**src/rtl/bpsk_frame_pkg.sv**
```systemverilog
`default_nettype none
// ============================================================================
// Module      : bpsk_frame_pkg
// Description : Shared types and constants for the BPSK receive frame sync
//               path: FSM state encoding, byte width, default sync word and a
//               popcount helper used by the error-tolerant sync compare.
// Revision    : 1.0 - initial release
// ============================================================================
package bpsk_frame_pkg;

    typedef enum logic [0:0] {
        HUNT = 1'b0,
        LOCK = 1'b1
    } fsync_state_t;

    localparam int BYTE_W = 8;

    localparam logic [15:0] DEFAULT_SYNC_WORD = 16'hF628;

    // Number of set bits in a 32-bit vector; narrower operands are zero-extended.
    function automatic int unsigned popcount32(input logic [31:0] v);
        int unsigned n;
        n = 0;
        for (int i = 0; i < 32; i++) begin
            n += 32'(v[i]);
        end
        return n;
    endfunction

endpackage
`default_nettype wire

```
**src/rtl/frame_sync_controller_if.sv**
```systemverilog
`default_nettype none
// ============================================================================
// Module      : frame_sync_controller_if
// Description : Bit input strobe and byte output stream bundle of the frame
//               sync controller.
//               master : upstream slicer / downstream packet layer side
//               slave  : the controller itself
//               bit_in/bit_valid   - sliced bit and its one-cycle strobe
//               byte_out/byte_valid/byte_ready - payload byte stream
//               frame_start/frame_end/locked/overflow - framing status
// Revision    : 1.0 - initial release
// ============================================================================
interface frame_sync_controller_if;
    import bpsk_frame_pkg::*;

    logic              bit_in;
    logic              bit_valid;
    logic [BYTE_W-1:0] byte_out;
    logic              byte_valid;
    logic              byte_ready;
    logic              frame_start;
    logic              frame_end;
    logic              locked;
    logic              overflow;

    modport master (
        output bit_in, bit_valid, byte_ready,
        input  byte_out, byte_valid, frame_start, frame_end, locked, overflow
    );

    modport slave (
        input  bit_in, bit_valid, byte_ready,
        output byte_out, byte_valid, frame_start, frame_end, locked, overflow
    );

endinterface
`default_nettype wire

```
**src/rtl/sync_shift_reg.sv**
```systemverilog
`default_nettype none
// ============================================================================
// Module      : sync_shift_reg
// Description : Sync-word hunting window. Shifts bit_i into the LSB on
//               shift_en_i; clr_i (priority) empties the window. next_o is the
//               window value including the bit currently being offered.
//               Ports: clk, rst (async, active-high), shift_en_i, clr_i,
//               bit_i, next_o[LEN-1:0].
// Revision    : 1.0 - initial release
// ============================================================================
module sync_shift_reg #(
    parameter int LEN = 16
) (
    input  wire logic           clk,
    input  wire logic           rst,
    input  wire logic           shift_en_i,
    input  wire logic           clr_i,
    input  wire logic           bit_i,
    output logic [LEN-1:0]      next_o
);

    // Only LEN-1 older bits are retained: the oldest bit of a full window is
    // shifted out on the very shift that would need it again.
    logic [LEN-2:0] win_q;

    assign next_o = {win_q, bit_i};

    always_ff @(posedge clk or posedge rst) begin
        if (rst) begin
            win_q <= '0;
        end else if (clr_i) begin
            win_q <= '0;
        end else if (shift_en_i) begin
            win_q <= next_o[LEN-2:0];
        end
    end

endmodule
`default_nettype wire

```
**src/rtl/frame_sync_controller.sv**
```systemverilog
`default_nettype none
// ============================================================================
// Module      : frame_sync_controller
// Description : Receive bit sequencer behind the BPSK demodulator. Hunts for
//               SYNC_WORD in the incoming bit stream, then assembles
//               PAYLOAD_BYTES bytes MSB-first and presents them on a
//               valid/ready stream with frame status flags.
//               Ports: clk, rst (async assert, active-high; deassertion is
//               expected to be synchronised upstream), bus (slave modport of
//               frame_sync_controller_if).
//               Optional build macro SYNC_ERR_TOLERANCE_EN: accept the sync
//               word with up to MAX_ERR bit errors once a full window of bits
//               has been shifted since the last clear.
// Revision    : 1.0 - initial release
// ============================================================================
module frame_sync_controller
    import bpsk_frame_pkg::*;
#(
    parameter int                  SYNC_LEN      = 16,
    parameter logic [SYNC_LEN-1:0] SYNC_WORD     = SYNC_LEN'(DEFAULT_SYNC_WORD),
    parameter int                  PAYLOAD_BYTES = 4,
    parameter int                  MAX_ERR       = 1
) (
    input  wire logic               clk,
    input  wire logic               rst,
    frame_sync_controller_if.slave  bus
);

`ifdef SYNC_ERR_TOLERANCE_EN
    localparam int unsigned c_TOL = 32'(MAX_ERR);
`else
    // Tolerance disabled: zero allowed errors is an exact compare.
    localparam int unsigned c_TOL = 32'(MAX_ERR * 0);
`endif

    fsync_state_t       state_q;
    logic [BYTE_W-2:0]  shreg_q;
    logic [BYTE_W-1:0]  byte_q;
    logic [2:0]         bit_cnt_q;
    logic [7:0]         byte_cnt_q;
    logic               byte_valid_q;
    logic               frame_start_q;
    logic               frame_end_q;
    logic               locked_q;
    logic               overflow_q;
    // Last byte assembled, waiting for its handshake; bits now feed the window.
    logic               drain_q;

    logic [SYNC_LEN-1:0] win_d;
    logic [BYTE_W-1:0]   w_byte_next;
    logic                w_win_shift;
    logic                w_win_clr;
    logic                w_window_full;
    logic                w_sync_hit;
    logic                w_byte_done;
    logic                w_overrun;
    logic                w_accept;

`ifdef SYNC_ERR_TOLERANCE_EN
    // Shifts since last clear, saturating at SYNC_LEN.
    logic [5:0] fill_q;

    always_ff @(posedge clk or posedge rst) begin
        if (rst) begin
            fill_q <= '0;
        end else if (w_win_clr) begin
            fill_q <= '0;
        end else if (w_win_shift && (fill_q != 6'(SYNC_LEN))) begin
            fill_q <= fill_q + 6'd1;
        end
    end

    assign w_window_full = (fill_q >= 6'(SYNC_LEN - 1));
`else
    assign w_window_full = 1'b1;
`endif

    always_comb begin
        w_byte_next = {shreg_q, bus.bit_in};
        w_accept    = byte_valid_q && bus.byte_ready;
        w_win_shift = bus.bit_valid && ((state_q == HUNT) || drain_q);
        w_sync_hit  = (state_q == HUNT) && bus.bit_valid && w_window_full &&
                      (popcount32(32'(win_d ^ SYNC_WORD)) <= c_TOL);
        w_byte_done = (state_q == LOCK) && bus.bit_valid && !drain_q &&
                      (bit_cnt_q == 3'd7);
        w_overrun   = w_byte_done && byte_valid_q && !bus.byte_ready;
        w_win_clr   = w_sync_hit || w_overrun;
    end

    sync_shift_reg #(
        .LEN        (SYNC_LEN)
    ) u_window (
        .clk        (clk),
        .rst        (rst),
        .shift_en_i (w_win_shift),
        .clr_i      (w_win_clr),
        .bit_i      (bus.bit_in),
        .next_o     (win_d)
    );

    always_ff @(posedge clk or posedge rst) begin
        if (rst) begin
            state_q       <= HUNT;
            shreg_q       <= '0;
            byte_q        <= '0;
            bit_cnt_q     <= '0;
            byte_cnt_q    <= '0;
            byte_valid_q  <= 1'b0;
            frame_start_q <= 1'b0;
            frame_end_q   <= 1'b0;
            locked_q      <= 1'b0;
            overflow_q    <= 1'b0;
            drain_q       <= 1'b0;
        end else begin
            frame_start_q <= 1'b0;
            overflow_q    <= 1'b0;

            if (w_accept) begin
                byte_valid_q <= 1'b0;
                frame_end_q  <= 1'b0;
                if (frame_end_q) begin
                    state_q  <= HUNT;
                    locked_q <= 1'b0;
                    drain_q  <= 1'b0;
                end
            end

            // Byte completion below overrides the handshake clear above, so a
            // byte finishing in the accept cycle reloads with valid held high.
            case (state_q)
                HUNT: begin
                    if (w_sync_hit) begin
                        state_q       <= LOCK;
                        frame_start_q <= 1'b1;
                        locked_q      <= 1'b1;
                        bit_cnt_q     <= '0;
                        byte_cnt_q    <= '0;
                    end
                end
                LOCK: begin
                    if (bus.bit_valid && !drain_q) begin
                        shreg_q   <= w_byte_next[BYTE_W-2:0];
                        bit_cnt_q <= bit_cnt_q + 3'd1;
                        if (w_overrun) begin
                            overflow_q   <= 1'b1;
                            byte_valid_q <= 1'b0;
                            frame_end_q  <= 1'b0;
                            locked_q     <= 1'b0;
                            state_q      <= HUNT;
                        end else if (w_byte_done) begin
                            byte_q       <= w_byte_next;
                            byte_valid_q <= 1'b1;
                            byte_cnt_q   <= byte_cnt_q + 8'd1;
                            if (byte_cnt_q == 8'(PAYLOAD_BYTES - 1)) begin
                                frame_end_q <= 1'b1;
                                drain_q     <= 1'b1;
                            end
                        end
                    end
                end
                default: state_q <= HUNT;
            endcase
        end
    end

    assign bus.byte_out    = byte_q;
    assign bus.byte_valid  = byte_valid_q;
    assign bus.frame_start = frame_start_q;
    assign bus.frame_end   = frame_end_q;
    assign bus.locked      = locked_q;
    assign bus.overflow    = overflow_q;

endmodule
`default_nettype wire

```
**src/flat_wrapper.sv**
```systemverilog
// flat-port wrapper written by rule: the top's interface ports become plain ports
module frame_sync_controller_flat import bpsk_frame_pkg::*;
#(
    parameter int                  SYNC_LEN      = 16,
    parameter logic [SYNC_LEN-1:0] SYNC_WORD     = SYNC_LEN'(DEFAULT_SYNC_WORD),
    parameter int                  PAYLOAD_BYTES = 4,
    parameter int                  MAX_ERR       = 1
)
  (clk, rst, bus_bit_in, bus_bit_valid, bus_byte_ready, bus_byte_out, bus_byte_valid, bus_frame_start, bus_frame_end, bus_locked, bus_overflow);
  frame_sync_controller_if bus_i ();
  input  wire logic clk;
  input  wire logic rst;
  input wire logic [$bits(bus_i.bit_in)-1:0] bus_bit_in;
  input wire logic [$bits(bus_i.bit_valid)-1:0] bus_bit_valid;
  input wire logic [$bits(bus_i.byte_ready)-1:0] bus_byte_ready;
  output wire logic [$bits(bus_i.byte_out)-1:0] bus_byte_out;
  output wire logic [$bits(bus_i.byte_valid)-1:0] bus_byte_valid;
  output wire logic [$bits(bus_i.frame_start)-1:0] bus_frame_start;
  output wire logic [$bits(bus_i.frame_end)-1:0] bus_frame_end;
  output wire logic [$bits(bus_i.locked)-1:0] bus_locked;
  output wire logic [$bits(bus_i.overflow)-1:0] bus_overflow;
  assign bus_i.bit_in = bus_bit_in;
  assign bus_i.bit_valid = bus_bit_valid;
  assign bus_i.byte_ready = bus_byte_ready;
  assign bus_byte_out = bus_i.byte_out;
  assign bus_byte_valid = bus_i.byte_valid;
  assign bus_frame_start = bus_i.frame_start;
  assign bus_frame_end = bus_i.frame_end;
  assign bus_locked = bus_i.locked;
  assign bus_overflow = bus_i.overflow;
  frame_sync_controller #(.SYNC_LEN(SYNC_LEN), .SYNC_WORD(SYNC_WORD), .PAYLOAD_BYTES(PAYLOAD_BYTES), .MAX_ERR(MAX_ERR)) u_core (.clk(clk), .rst(rst), .bus(bus_i));
endmodule
```
**config.mk**
```make
export PLATFORM = sky130hd
export DESIGN_NAME = frame_sync_controller_flat
export DESIGN_NICKNAME = d
export VERILOG_FILES = /design/src/rtl/bpsk_frame_pkg.sv /design/src/rtl/frame_sync_controller_if.sv /design/src/rtl/sync_shift_reg.sv /design/src/rtl/frame_sync_controller.sv /design/src/flat_wrapper.sv
export SDC_FILE = /design/constraint.sdc
export NUM_CORES = 1
export LEC_CHECK = 0
export ABC_AREA = 0
export CAP_MARGIN = 30
export CORE_MARGIN = 5
export CORE_UTILIZATION = 30
export CTS_BUF_LIST = sky130_fd_sc_hd__clkbuf_4
export CTS_CLUSTER_SIZE = 40
export DETAILED_ROUTE_END_ITERATION = 10
export PLACE_DENSITY = 0.57
export SYNTH_ARGS = -nofsm -noshare
export SYNTH_HDL_FRONTEND = slang
export SYNTH_SLANG_ARGS = --single-unit
```
**constraint.sdc**
```tcl
create_clock -name clk -period 5.36 [get_ports clk]
set_clock_uncertainty 0.1 [all_clocks]
set_input_delay 1.072 -clock clk [delete_from_list [all_inputs] [get_ports clk]]
set_output_delay 1.072 -clock clk [all_outputs]
set_load 0.03 [all_outputs]
```
==> metrics.txt, run 1 <==
status=completed; First-pass DRT Iterations=4; gr busiest metal=met2; Finished Layout Cells=352; Layout area overhead=14.3%; footprint of the multi-input gates=1150 µm²; Slew Limit Headroom=roughly 36%; met2 Track Usage GR=15.5%; Netlist Area Pre-Place=between 2000 and 2500 µm²; largest net degree at the start of global routing=32; vias in the first global route=1696; Overall Power=approximately 0.0019 W; Post-synth top flop=dfrtp_1; # placed instances=345; pre-CTS WS=0.509 ns; fillers=about 800; met1 Resource Use GR=14.8%; global-route wire length before repair=8.46 mm; Final Net Count=270; Buf/Inv on CP=3; Die Wd=a little over 100 µm; CP max stage delay=about 0.56 ns; Cell Chain, Critical Path=inv_1 > fa_1 > fa_1 > fa_1 > inv_1 > fa_1 > fa_1 > inv_1 > fa_1 > nor2_1 > o211ai_1 > o21ai_0 > mux2i_1; met3 Use GR=under 10%; leakage=1.43 nW; TNS Setup=0 ns; register area=approximately 1200 µm²; Seq cells post-synth=between 40 and 50; Max FO, Critical Path=5; most common cell in the netlist=dfrtp_1; fin worst setup slack=about 0.85 ns; top cell type's share of synthesized area=approximately half; Syn Area/Cell=between 10 and 15 µm²; Clk Tree Root Cell=clkbuf_4; I/O pin count=18; Diodes inserted=0; Detailed Route WL=4.72 mm; cts bufs inserted=5; sequential fraction of the synthesis area=48.4%; initial antenna violation count=0; layout cells sized above 1=about 11%; Critical Path AT=4.63 ns; routed len/inst=13.4 µm; Worst Setup End Kind=flop; cell mode on critical path=fa_1; number of vias per cell=about 4.6; worst-case clock buffer depth=2; RSZ-0062 raised after global routing=false; Skew-Pair Late Insertion Delay=roughly 0.36 ns; number of post-CTS setup repair buffers=0; clock slew at reported path FFs=between 0.1 and 0.15 ns; Hold Vio Cnt, Final=0; Post-synth EDFFs=0; initial drt markers=between 60 and 70; Worst path slowest cell=fa_1; hold_ws=~0.4 ns; CP delay by family, top=adder cells; min Tclk post-route=around 4.5 ns; hold_buf cts=0; top cells by count, synth=dfrtp_1, nand2_1, inv_1, nor2_1, mux2i_1; DR DRC count=0; placer congestion estimate=approximately 0.83; post-CTS resize count=0; residual antenna-violating net count after detailed routing=0; synth unique cells=between 40 and 50; core area=~8100 µm²; Area contributors post-synth=dfrtp_1, fa_1, mux2i_1; Hold Path Class=flop to flop; fraction of registers with async set/reset=100%; die area=approximately 10000 µm²; Synth Warn #=0; Initial Util=between 30% and 40%; Tot GR Track Use=10.3%; Peak Freq=roughly 220 MHz; Power per Cell Area=around 680 nW/µm²; row count=33; Final Setup Violations=0; post-synth top area cell=dfrtp_1; cells after synthesis=roughly 230; Sink Count=48; Syn Nets=around 250; Worst-Margin Slew=about 0.96 ns; fin. max-slew vios=0; vias=~1600; peak supply drop=~340 µV; Port Buffer Count=17; Max Cap Violations=0; H-tree Lvls=2; Worst Path Required=5.49 ns; Startpoint Class=flop; CTS tree=yes; Die Y=around 100 µm; Final Cycle Share=between 80 and 90%; Setup CP Type=flop to flop; hpwl dp=around 3.4 mm; Congestion Overflow GR=0
[power breakdown]
part           switching [W]  total [W]  internal (W)
clock network       0.000116   0.000170     0.0000538
logic               0.000644    0.00115      0.000508
registers           0.000113   0.000598      0.000485
[final timing paths]
path / start / to / slack [ns] / cells after the start
max: u_core.u_window.win_q[2]$_DFFE_PP0P_ / u_core.bit_cnt_q[0]$_DFFE_PP0P_ / 0.85 / 13
min: u_core.bit_cnt_q[0]$_DFFE_PP0P_ / u_core.bit_cnt_q[0]$_DFFE_PP0P_ / 0.40 / 1
max reg2reg: u_core.u_window.win_q[2]$_DFFE_PP0P_ / u_core.bit_cnt_q[0]$_DFFE_PP0P_ / 0.85 / 13
min reg2reg: u_core.bit_cnt_q[0]$_DFFE_PP0P_ / u_core.bit_cnt_q[0]$_DFFE_PP0P_ / 0.40 / 1
max in group asynchronous: rst / u_core.u_window.win_q[8]$_DFFE_PP0P_ / 3.76 / 3
min in group asynchronous: rst / u_core.drain_q$_DFF_PP0_ / 0.90 / 2
[logic make-up after synthesis]
kind of cell               Yosys count  synth area share (%)
adders and majority gates           18                  12.1
DFF                                 48                  48.4
and+or+nand+nor                     75                  14.9
muxes                               25                  10.5
xor gates and xnor gates             3                  1.06
buffers and inverters               30                  5.24
AOI/OAI and AO/OA                   27                  7.81
[through the flow]
stage	utilization (%)	area, µm²
after CTS	34.9	2840
after floorplan	-	2480
after detailed placement	34.3	2790
final	34.9	2840
after global placement	33.8	2750
after global routing	34.9	2840
[layout by cell type (no fill, tap or decap), types with 2 or more instances in the layout]
| cell type | count |
|---|---|
| nor3_1 | 2 |
| a31oi_1 | 2 |
| mux2i_1 | 17 |
| inv_1 | 23 |
| o21a_1 | 2 |
| a22o_1 | 4 |
| nor4_1 | 2 |
| nor2_1 | 23 |
| a21o_1 | 2 |
| dfrtp_1 | 48 |
| clkbuf_4 | 6 |
| clkdlybuf4s50_1 | 17 |
| a21oi_1 | 2 |
| xor2_1 | 2 |
| nor2b_1 | 4 |
| nand3_1 | 4 |
| mux2_2 | 8 |
| ha_1 | 8 |
| nand2_1 | 29 |
| o21ai_0 | 6 |
| fa_1 | 10 |
| nand4_1 | 2 |
[cell type report]
class / count / area share, %
Clock buffer: 6 / 1.59
Clock inverter: 1 / 0.176
Inverter: 24 / 3.18
Multi-Input combinational cell: 148 / 40.6
Sequential cell: 48 / 42.3
Tap cell: 105 / 4.63
Timing Repair Buffer: 20 / 7.50
[metal layers]
| metal | share of wire [%] | vias up |
|---|---|---|
| li1 | - | 795 |
| met1 | 49 | 801 |
| met2 | 46 | 22 |
| met3 | 2.7 | 9 |
| met4 | 2.0 | 0 |
| met5 | 0 | - |
[state kept, by name, indices dropped and copies added (netlist names)]
name and cells:
u_core.shreg_q 7, u_core.bus.locked 1, u_core.bus.frame_start 1, u_core.bus.byte_out 8
u_core.u_window.win_q 15, u_core.bit_cnt_q 3, u_core.state_q 1, u_core.drain_q 1
u_core.bus.overflow 1, u_core.byte_cnt_q 8, u_core.bus.frame_end 1, u_core.bus.byte_valid 1
No activity file was read; power rests on OpenSTA's default activity.
==> run 2: changes to the inputs <==
--- a/config.mk
+++ b/config.mk
@@ -12,7 +12,7 @@
 export CTS_BUF_LIST = sky130_fd_sc_hd__clkbuf_4
 export CTS_CLUSTER_SIZE = 40
 export DETAILED_ROUTE_END_ITERATION = 10
-export PLACE_DENSITY = 0.57
+export PLACE_DENSITY = 0.59
 export SYNTH_ARGS = -nofsm -noshare
 export SYNTH_HDL_FRONTEND = slang
 export SYNTH_SLANG_ARGS = --single-unit
==> constraint.sdc (replaced) <==
create_clock -name clk -period 3.8 [get_ports clk]
set_clock_uncertainty 0.1 [all_clocks]
set_input_delay 0.76 -clock clk [delete_from_list [all_inputs] [get_ports clk]]
set_output_delay 0.76 -clock clk [all_outputs]
set_load 0.03 [all_outputs]
==> metrics.txt, run 2 (synthesized netlist as in run 1, its figures left out) <==
Diodes inserted=0; Worst-Margin Slew=about 0.64 ns; Die Y=between 100 and 150 µm; core area=8130 µm²; residual antenna-violating net count after detailed routing=0; H-tree Lvls=2; Finished Layout Cells=between 300 and 400; Critical Path AT=4.36 ns; hpwl dp=approximately 3.4 mm; cell mode on critical path=fa_1; die area=about 10000 µm²; I/O pin count=18; Cell Chain, Critical Path=inv_2 > fa_1 > fa_1 > fa_1 > inv_1 > fa_1 > fa_2 > inv_2 > fa_1 > nor2_1 > o211ai_1 > o21a_2 > a22o_1; Max Cap Violations=0; status=finished, violations left; Final Net Count=281; register with the most flip-flops=u_core.u_window.win_q; Port Buffer Count=17; hold_buf cts=0; Max FO, Critical Path=4; Buf/Inv on CP=3; fin worst setup slack=-0.406 ns; Final Cycle Share=111%; row count=33; fin. max-slew vios=0; number of vias per cell=~4.6; Setup CP Type=flop to flop; Worst Setup End Kind=flop; Clk Tree Root Cell=clkbuf_4; failing checks=setup timing; # placed instances=353; largest net degree at the start of global routing=42; Worst Path Required=approximately 4.0 ns; cts bufs inserted=5; Detailed Route WL=between 4 and 5 mm; clock slew at reported path FFs=0.15 ns; Final Setup Violations=29; commonest non-fill, non-tap cell in the layout=dfrtp_1; final instance area=between 2000 and 3000 µm²; CP delay by family, top=adder cells; DR DRC count=0; initial drt markers=62; Sink Count=48; initial antenna violation count=0; Hold Vio Cnt, Final=0; Skew-Pair Late Insertion Delay=0.36 ns; global-route wire length before repair=8.20 mm; dpl cell area=roughly 2800 µm²; Worst path slowest cell=fa_1; CP max stage delay=0.55 ns; Hold Path Class=flop to flop; RSZ-0062 raised after global routing=true; placer congestion estimate=a little over 0.8; max reg flops=15; vias=between 1500 and 2000; min Tclk post-route=roughly 4.2 ns; Tot GR Track Use=approximately 10%; layout cells sized above 1=slightly below 20%; Congestion Overflow GR=0; worst-case clock buffer depth=2; Peak Freq=roughly 240 MHz; Startpoint Class=flop; CTS tree=yes; Die Wd=approximately 100 µm; Slew Limit Headroom=a little under three fifths; vias in the first global route=~1700; routed len/inst=about 13 µm; most frequent cells in the layout=dfrtp_1, nand2_1, inv_1; First-pass DRT Iterations=4; Initial Util=between 30% and 40%; Layout area overhead=19.7%
-- run 2: changes by cell type in the layout (fill, tap and decap cells not counted), moves of 2 or more --
cell	previous run	this run
inv_2	1	4
o21ai_1	0	2
buf_4	1	9
o21ai_0	6	3
inv_1	23	20
nor2_2	0	4
buf_6	0	3
nor2_1	23	18
-- run 2: final cells by class --
class,count,area [µm²]
clock buffer,5,37.5
clock inverter,3,17.5
fill,830,5160
inverter,24,90.1
multi-input combinational,148,1190
sequential,48,1200
tap,105,131
timing repair buffer,31,307
-- run 2: what timing repair did --
| action | in CTS | in global routing |
|---|---|---|
| gates resized for setup | 8 | 8 |
| setup buffers | 1 | 1 |
| pin swaps | 9 | 6 |
| endpoints found under the setup margin | 29 | 29 |
-- run 2: per-layer routing --
metal	part of all wire [%]	wire, µm	track usage, %	up-vias
li1	-	-	-	813
met1	49	2260	14.2	826
met2	46	2150	15.5	29
met3	4.1	187	2.56	2
met4	0.39	18	2.15	0
met5	0	0	0	-
-- run 2: worst paths after layout --
path / start / endpoint / slack (ns) / cells after the start
setup / recovery: u_core.u_window.win_q[9]$_DFFE_PP0P_ / u_core.byte_cnt_q[4]$_DFFE_PP0P_ / -0.41 / 13
hold / removal: u_core.bus.locked$_DFF_PP0_ / u_core.bus.locked$_DFF_PP0_ / 0.40 / 1
setup reg to reg: u_core.u_window.win_q[9]$_DFFE_PP0P_ / u_core.byte_cnt_q[4]$_DFFE_PP0P_ / -0.41 / 13
hold reg to reg: u_core.bus.locked$_DFF_PP0_ / u_core.bus.locked$_DFF_PP0_ / 0.40 / 1
max in group asynchronous: rst / u_core.drain_q$_DFF_PP0_ / 2.63 / 3
min in group asynchronous: rst / u_core.u_window.win_q[14]$_DFFE_PP0P_ / 0.50 / 2
-- run 2: stage by stage --
step / setup TNS (ns) / setup WS, ns / hold WS (ns) / util, %
floorplan: -6.11 / -0.265 / 0.340 / -
global placement: -11.19 / -0.448 / 0.362 / 34.7
detailed placement: -12.52 / -0.501 / 0.368 / 34.9
CTS: -10.57 / -0.427 / 0.401 / 35.9
global route: -13.78 / -0.540 / 0.414 / 36.5
finish: -9.96 / -0.406 / 0.395 / 36.5
Power of run 2 is not shown: default switching activity piles up to over one toggle a cycle in this logic, so the estimate is an artifact.
==> run 3: changes to the inputs <==
--- a/config.mk
+++ b/config.mk
@@ -12,7 +12,7 @@
 export CTS_BUF_LIST = sky130_fd_sc_hd__clkbuf_4
 export CTS_CLUSTER_SIZE = 40
 export DETAILED_ROUTE_END_ITERATION = 10
-export PLACE_DENSITY = 0.59
+export PLACE_DENSITY = 0.57
 export SYNTH_ARGS = -nofsm -noshare
 export SYNTH_HDL_FRONTEND = slang
 export SYNTH_SLANG_ARGS = --single-unit
==> constraint.sdc (replaced) <==
create_clock -name clk -period 4.65 [get_ports clk]
set_clock_uncertainty 0.1 [all_clocks]
set_input_delay 0.93 -clock clk [delete_from_list [all_inputs] [get_ports clk]]
set_output_delay 0.93 -clock clk [all_outputs]
set_load 0.03 [all_outputs]
==> metrics.txt, run 3 (synthesized netlist as in run 1, its figures left out) <==
Final Cycle Share=a little over nine tenths; Diodes inserted=0; cts bufs inserted=5; hpwl dp=~3.4 mm; Detailed Route WL=around 4.6 mm; Worst Path Required=about 4.8 ns; Setup CP Type=flop to flop; placer congestion estimate=roughly 0.8; status=completed; Max Cap Violations=0; clock slew at reported path FFs=0.14 ns; largest net degree at the start of global routing=42; hold_buf cts=0; vias=1649; core area=roughly 8100 µm²; min Tclk post-route=4.44 ns; vias in the first global route=about 1700; die area=10200 µm²; DR DRC count=0; CTS tree=yes; Worst-Margin Slew=approximately 0.64 ns; commonest non-fill, non-tap cell in the layout=dfrtp_1; register with the most flip-flops=u_core.u_window.win_q; Die Y=101 µm; layout cells sized above 1=12.0%; Hold Vio Cnt, Final=0; Congestion Overflow GR=0; row count=33; HP Start=u_core.bit_cnt_q[0]$_DFFE_PP0P_; Worst Setup End Kind=flop; Peak Freq=225 MHz; worst-case clock buffer depth=2; initial drt markers=75; worst r2r src=u_core.u_window.win_q[2]$_DFFE_PP0P_; Clk Tree Root Cell=clkbuf_4; Sink Count=between 40 and 50; max reg flops=15; most frequent cells in the layout=dfrtp_1, nand2_1, inv_1, nor2_1; TNS Setup=0 ns; number of vias per cell=4.65; number of post-CTS setup repair buffers=0; Slew Limit Headroom=a little under three fifths; routed len/inst=12.9 µm; Hold Path Class=flop to flop; residual antenna-violating net count after detailed routing=0; Setup crit start=u_core.u_window.win_q[2]$_DFFE_PP0P_; Layout area overhead=17.6%; Skew-Pair Late Insertion Delay=roughly 0.35 ns; global-route wire length before repair=between 8 and 9 mm; Initial Util=30.5%; Final Net Count=273; H-tree Lvls=2; RSZ-0062 raised after global routing=false; Critical Path AT=approximately 4.6 ns; Die Wd=101 µm; Final Setup Violations=0; fillers=~790; First-pass DRT Iterations=4; initial antenna violation count=0; I/O pin count=18; Port Buffer Count=17; Startpoint Class=flop; Tot GR Track Use=10.0%; Max FO, Critical Path=4; fin. max-slew vios=0; post-CTS resize count=0
==> run 3: cell count changes in the layout (fill, tap and decap cells not counted), moves of 3 or more <==
cell | previous run | this run
o21ai_0 | 3 | 6
buf_4 | 9 | 3
buf_6 | 3 | 0
nor2_2 | 4 | 0
nor2_1 | 18 | 23
inv_2 | 4 | 1
inv_1 | 20 | 23
==> run 3: cell type report <==
| type | instances | area, µm² | area share, % |
|---|---|---|---|
| inverters | 24 | 90.1 | 3.09 |
| clock inverters | 2 | 60.1 | 2.06 |
| clock buffers | 5 | 37.5 | 1.29 |
| multi-input cells | 148 | 1150 | 39.4 |
| well taps | 105 | 131 | 4.50 |
| flip-flops and latches | 48 | 1200 | 41.1 |
| repair buffers | 23 | 248 | 8.49 |
==> run 3: final timing paths <==
check                           depth (start not counted)                                 end  slack (ns)
worst max register to register                         13    u_core.byte_cnt_q[3]$_DFFE_PP0P_        0.21
worst min-delay path                                    1     u_core.bit_cnt_q[0]$_DFFE_PP0P_        0.40
min in group asynchronous                               2  u_core.bus.byte_out[3]$_DFFE_PP0P_        0.67
max in group asynchronous                               3    u_core.bus.frame_start$_DFF_PP0_        3.31
worst min register to register                          1     u_core.bit_cnt_q[0]$_DFFE_PP0P_        0.40
worst max-delay path                                   13    u_core.byte_cnt_q[3]$_DFFE_PP0P_        0.21
==> run 3: through the flow <==
stage               setup slack, ns  hold slack [ns]  cell area (µm²)  utilization, %  std cells
floorplan                     0.450            0.340             2480               -        226
global placement              0.188            0.360             2790            34.3        346
detailed placement            0.134            0.375             2810            34.5        347
CTS                           0.182            0.401             2900            35.7        354
global route                0.00932            0.421             2920            35.9        355
finish                        0.213            0.399             2920            35.9        355
==> run 3: worst max-delay path, stage by stage (launching register included) <==
cell and delay, ns:
dfrtp_1 0.41, inv_1 0.08, fa_1 0.56, fa_1 0.46, fa_1 0.52, inv_1 0.05
fa_1 0.48, fa_1 0.41, inv_1 0.09, fa_1 0.41, nor2_1 0.10, o211ai_1 0.17
o21a_1 0.27, a22o_1 0.24
==> run 3: layer usage <==
layer	track usage [%]	up-vias	wire length [µm]
met4	2.86	0	34
met5	0	-	0
met1	13.7	815	2240
li1	-	803	-
met3	2.42	4	118
met2	15.8	27	2200
Power of run 3 is left out for the same reason.
